## src/rtl/delay_pipe_elastic.sv

```systemverilog
// Elastic N-stage, W-bit delay pipeline with valid/accept flow control and bubble collapse.
// Optional synchronous flush input is enabled by defining DELAY_PIPE_ELASTIC_FLUSH_EN.
module delay_pipe_elastic #(
  parameter int N  = 5,
  parameter int W  = 32,
  localparam int OW = (N < 1) ? 1 : $clog2(N + 1)
) (
  input  logic          clk,
  input  logic          rst,
  input  logic [W-1:0]  in,
  input  logic          in_vld,
  output logic          in_rdy,
  output logic [W-1:0]  out_r,
  output logic          out_vld_r,
  input  logic          out_accept,
  output logic [OW-1:0] occ_r
`ifdef DELAY_PIPE_ELASTIC_FLUSH_EN
  ,
  input  logic          flush
`endif
);

  logic flush_i;
`ifdef DELAY_PIPE_ELASTIC_FLUSH_EN
  assign flush_i = flush;
`else
  assign flush_i = 1'b0;
`endif

  if (N == 0) begin : g_pass
    assign out_r     = in;
    assign out_vld_r = in_vld;
    assign in_rdy    = out_accept;
    assign occ_r     = '0;
  end else begin : g_pipe
    logic [N-1:0] vld_r;
    logic [N-1:0] adv;
    logic [N-1:0] move_in;
    logic [W-1:0] dat_r [N];
    logic         in_rdy_c;
    logic         in_fire;

    // Ready ripples from the output stage back to stage 0; a stage may move
    // if the stage ahead is empty or itself moving.
    always_comb begin
      logic path;
      logic a;
      // NOTE: blocking assignments here are intentional: 'path' carries the
      // ready chain stage to stage within one evaluation.
      path = out_accept & ~flush_i;
      a    = 1'b0;
      adv  = '0;
      for (int i = N - 1; i >= 0; i--) begin
        a      = vld_r[i] & path & ~flush_i;
        adv[i] = a;
        path   = ~vld_r[i] | a;
      end
      in_rdy_c = path & ~flush_i;
    end

    assign in_rdy  = in_rdy_c;
    assign in_fire = in_vld & in_rdy_c;

    always_comb begin
      move_in    = '0;
      move_in[0] = in_fire;
      for (int i = 1; i < N; i++) move_in[i] = adv[i-1];
    end

    always_ff @(posedge clk or posedge rst) begin
      if (rst) begin
        vld_r <= '0;
        occ_r <= '0;
        // NOTE: the data registers are reset too so out_r reads 0 after reset;
        // elsewhere they only load when an item moves in.
        for (int i = 0; i < N; i++) dat_r[i] <= '0;
      end else begin
        for (int i = 0; i < N; i++)
          vld_r[i] <= ~flush_i & (move_in[i] | (vld_r[i] & ~adv[i]));
        if (move_in[0]) dat_r[0] <= in;
        for (int i = 1; i < N; i++)
          if (move_in[i]) dat_r[i] <= dat_r[i-1];
        if (flush_i)
          occ_r <= '0;
        else if (in_fire & ~adv[N-1])
          occ_r <= occ_r + OW'(1);
        else if (~in_fire & adv[N-1])
          occ_r <= occ_r - OW'(1);
      end
    end

    assign out_r     = dat_r[N-1];
    assign out_vld_r = vld_r[N-1];
  end

endmodule

```

## config.mk

```make
export PLATFORM = sky130hd
export DESIGN_NAME = delay_pipe_elastic
export DESIGN_NICKNAME = d
export VERILOG_FILES = /design/src/rtl/delay_pipe_elastic.sv
export SDC_FILE = /design/constraint.sdc
export NUM_CORES = 1
export LEC_CHECK = 0
export CORE_ASPECT_RATIO = 0.8
export CORE_MARGIN = 2
export CORE_UTILIZATION = 30
export CTS_CLUSTER_DIAMETER = 40
export DETAILED_ROUTE_END_ITERATION = 8
export PLACE_DENSITY_LB_ADDON = 0.1
export SYNTH_ARGS = -nofsm -noshare
export SYNTH_HDL_FRONTEND = slang
export SYNTH_SLANG_ARGS = --single-unit
```

## constraint.sdc

```tcl
create_clock -name clk -period 7.34 [get_ports clk]
set_clock_uncertainty 0.05 [all_clocks]
set_input_delay 2.202 -clock clk [delete_from_list [all_inputs] [get_ports clk]]
set_output_delay 2.202 -clock clk [all_outputs]
set_load 0.005 [all_outputs]
```

After elaboration in Yosys (flattened, before gate mapping)
Cells that the tools add are included.
Storage, ports and cells
  flip-flop bits (word level): 168
  word-level logic and storage cells: 46
Cells by class
  add/subtract/negate cells: 2
  bitwise logic cells: 34
  mux-type cells: 2
  reductions and logical operators: 1
Operators with widths (number)
  1-bit AND: 13
  1-bit inverter: 11
  1-bit bitwise OR: 10
  3-bit two-way mux: 2
  3-bit by 1-bit adder with 3-bit output, second input constant: 1
  3-bit by 1-bit subtractor with 3-bit output, second input constant: 1
  2-bit nonzero test: 1

Logic depth before layout (Yosys ltp)
  word-level depth: 15
  mapped depth: 10
  gate-level depth less buffers: 9

Least setup slack after synthesis
Ideal clock, no wire load.
  path type: in2out
  start: input out_accept
  end: output in_rdy
  arrival time: 2.620 ns
  slack: 2.468 ns
  required time: 5.088 ns
  stages: 3
  cells stage by stage: nand4b_4 nor2_1 nand2_1
On the way
  longest elaborated chain between the ends: 10
Ends and longest elaborated chain
  start, declared: line 15  | input logic out_accept,
  1-bit AND: line 54  | a = vld_r[i] & path & ~flush_i;
  1-bit bitwise OR: line 56  | path = ~vld_r[i] | a;
  1-bit AND: line 54
  1-bit bitwise OR: line 56
  1-bit AND: line 54
  1-bit bitwise OR: line 56
  1-bit AND: line 54
  1-bit bitwise OR: line 56
  1-bit AND: line 54
  1-bit bitwise OR: line 56
  end, declared: line 12  | output logic in_rdy,
Every way passes these cells.

Worst setup path in the final report
Same ends and word-level chain as after synthesis.

==> impl_metrics.env <==
export IMPL_netlist_area_mm2=0.00659
export IMPL_cts_buffers=17
export IMPL_drtPass1Iterations=4
export IMPL_synthDistinctLibCells=19
export IMPL_maxCapViolations=0
export IMPL_dpl_hpwl_um=6850
export IMPL_vias=3211
export IMPL_layout_commonest_cell="dfrtp_1"
export IMPL_syn2layout_area_growth_pct=19.7
export IMPL_drc_errors=0
export IMPL_layout_nets=489
export IMPL_hold_violations=0
export IMPL_ys_ff_latch=168
export IMPL_grt_use_total_pct=11.2
export IMPL_wl_per_cell_um=16.3
export IMPL_portBuffers=72
export IMPL_ioPinCount=73
export IMPL_fmax_mhz=171
export IMPL_ys_top_cells_by_area="dfrtp_1 (64%), mux2_2 (27%), buf_4 (3.6%)"
export IMPL_overflow=0
export IMPL_root_buffer="clkbuf_16"
export IMPL_required_ps=5090
export IMPL_maxSlewHeadroom_pct=32.9
export IMPL_start_util_pct=30.6
export IMPL_holdBufCountCts=0
export IMPL_cts_tree="yes"
export IMPL_synth_seq_area_share_pct=63.8
export IMPL_layout_drive_gt1_share_pct=42.9
export IMPL_cts_path_max_buffers=2
export IMPL_first_global_vias=3439
export IMPL_yosys_warnings=0
export IMPL_insertion_delay_ps=420
export IMPL_core_mm2=0.0216
export IMPL_pre_cts_ws_ps=1490
export IMPL_path_class="input port to output pin"
export IMPL_min_path_type="flip-flop to flip-flop"
export IMPL_synth_top_area_share_pct=63.8
export IMPL_antenna_found_initial=0
export IMPL_timing_final_crit_share_pct=79.5
export IMPL_crit_arrival_ps=3580
export IMPL_drtIter0Drc=144
export IMPL_final_setup_viol_count=0
export IMPL_synth_largest_area_cell="dfrtp_1"
export IMPL_vias_per_cell=4.36
export IMPL_synth_area_per_cell_um2=16.4
export IMPL_holdWs_ps=428
export IMPL_peakVddDrop_uv=126
export IMPL_period_needed_ps=5830
export IMPL_htreeDepth=4
export IMPL_leakage_uw=0.00327
export IMPL_grt_max_degree=91
export IMPL_maxSlewViolCount=0
export IMPL_synth_nets=441
export IMPL_postRouteWirelength_um=12000
export IMPL_crit_fanout=6
export IMPL_cp_start_kind="input port"
export IMPL_power_density_mw_per_mm2=385
export IMPL_die_width_um=170
export IMPL_diodes=0
export IMPL_clock_sinks=168
export IMPL_cts_repair_resized=0
export IMPL_finalWorstSetupSlack_ps=1510
export IMPL_met2WireLength_um=5720
export IMPL_clk_pin_slew_ps=60
export IMPL_grt_pass1_wl_um=19400
export IMPL_status="completed"
export IMPL_netlist_instances=403
export IMPL_end_kind="output pin"
export IMPL_rows=48
export IMPL_worst_pin_slew_ps=1000
export IMPL_total_power_uw=3040
export IMPL_routed_top_layer="met4"
export IMPL_die_area_mm2=0.0232
export IMPL_dieHeight_um=137
export IMPL_wl_met1_um=5680
export IMPL_post_cts_setup_buffers=0
export IMPL_finalSetupTns_ps=0
export IMPL_rsz0062_at_grt="no"
export IMPL_most_common_layout_cells="dfrtp_1 (168), mux2_2 (159), clkdlybuf4s50_1 (72)"
export IMPL_antenna_left=0
export IMPL_place_congestion=0.655
export IMPL_routed_wl_met3_um=464
==> layer usage <==
| layer | track usage (%) | up-vias |
|---|---|---|
| li1 | - | 1453 |
| met1 | 15.0 | 1692 |
| met2 | 17.4 | 57 |
| met3 | 3.67 | 9 |
| met4 | 3.85 | 0 |
| met5 | 0 | - |
==> kinds of logic (layout without fill, tap and decap cells) <==
family / after synthesis / in the layout / share of synthesized area [%]
xor gates and xnor gates: 3 / 3 / 0.399
adders and majority gates: 2 / 2 / 0.493
DFF: 168 / 168 / 63.8
and+or+nand+nor: 15 / 15 / 1.37
AOI/OAI and AO/OA: 3 / 3 / 0.607
buffers and inverters: 51 / 110 / 5.86
muxes: 161 / 161 / 27.5
==> power breakdown <==
group | internal, uW | total, uW | leakage, uW | switching, uW
clock | 514 | 862 | 0.000272 | 348
combinational | 497 | 729 | 0.00104 | 232
sequential | 1280 | 1450 | 0.00196 | 172
total | 2290 | 3040 | 0.00327 | 753
==> final cells by class <==
class | count | area [um2]
clock inverters | 8 | 98.8
well taps | 275 | 344
fillers | 2018 | 13700
repair buffers | 76 | 751
multi-input cells | 184 | 2010
clock buffers | 22 | 464
flip-flops and latches | 168 | 4200
inverters | 4 | 20.0
==> stage by stage <==
step | std cells | area [um2] | util, %
global route | 737 | 7890 | 36.6
floorplan | 403 | 6590 | -
global placement | 707 | 7330 | 34.0
CTS | 737 | 7890 | 36.6
detailed placement | 707 | 7330 | 34.0
finish | 737 | 7890 | 36.6
==> worst max-delay path: stages <==
cell,delay (ps)
clkdlybuf4s50_1,450
nand4b_4,260
nor2_1,160
nand2_1,70
clkdlybuf4s50_1,440
==> path summary, 6_finish.rpt <==
| check | start | to | slack (ps) | cells after the start |
|---|---|---|---|---|
| max reg2reg | g_pipe.vld_r[4] | occ_r[1] | 5280 | 7 |
| max in group asynchronous | rst | out_r[29] | 3890 | 3 |
| max | out_accept | in_rdy | 1510 | 5 |
| min in group asynchronous | rst | out_r[5] | 2280 | 2 |
| min | occ_r[2] | occ_r[2] | 430 | 1 |
| min reg2reg | occ_r[2] | occ_r[2] | 430 | 1 |
==> cells in the mapped netlist (all sizes together) <==
master  instances
dfrtp         168
o21ai           2
fa              1
nand4b          1
xnor2           1
nand2           7
xor2            2
nand2b          3
ha              1
inv             4
or2             1
nand3b          1
buf            47
nor2            2
mux2          161
o21bai          1
==> state kept, by name, summed over array words and instances (netlist names) <==
register / cells
occ_r: 3
g_pipe.vld_r: 5
out_r: 32
g_pipe.dat_r: 128
No activity file was read; power rests on OpenSTA's default activity.
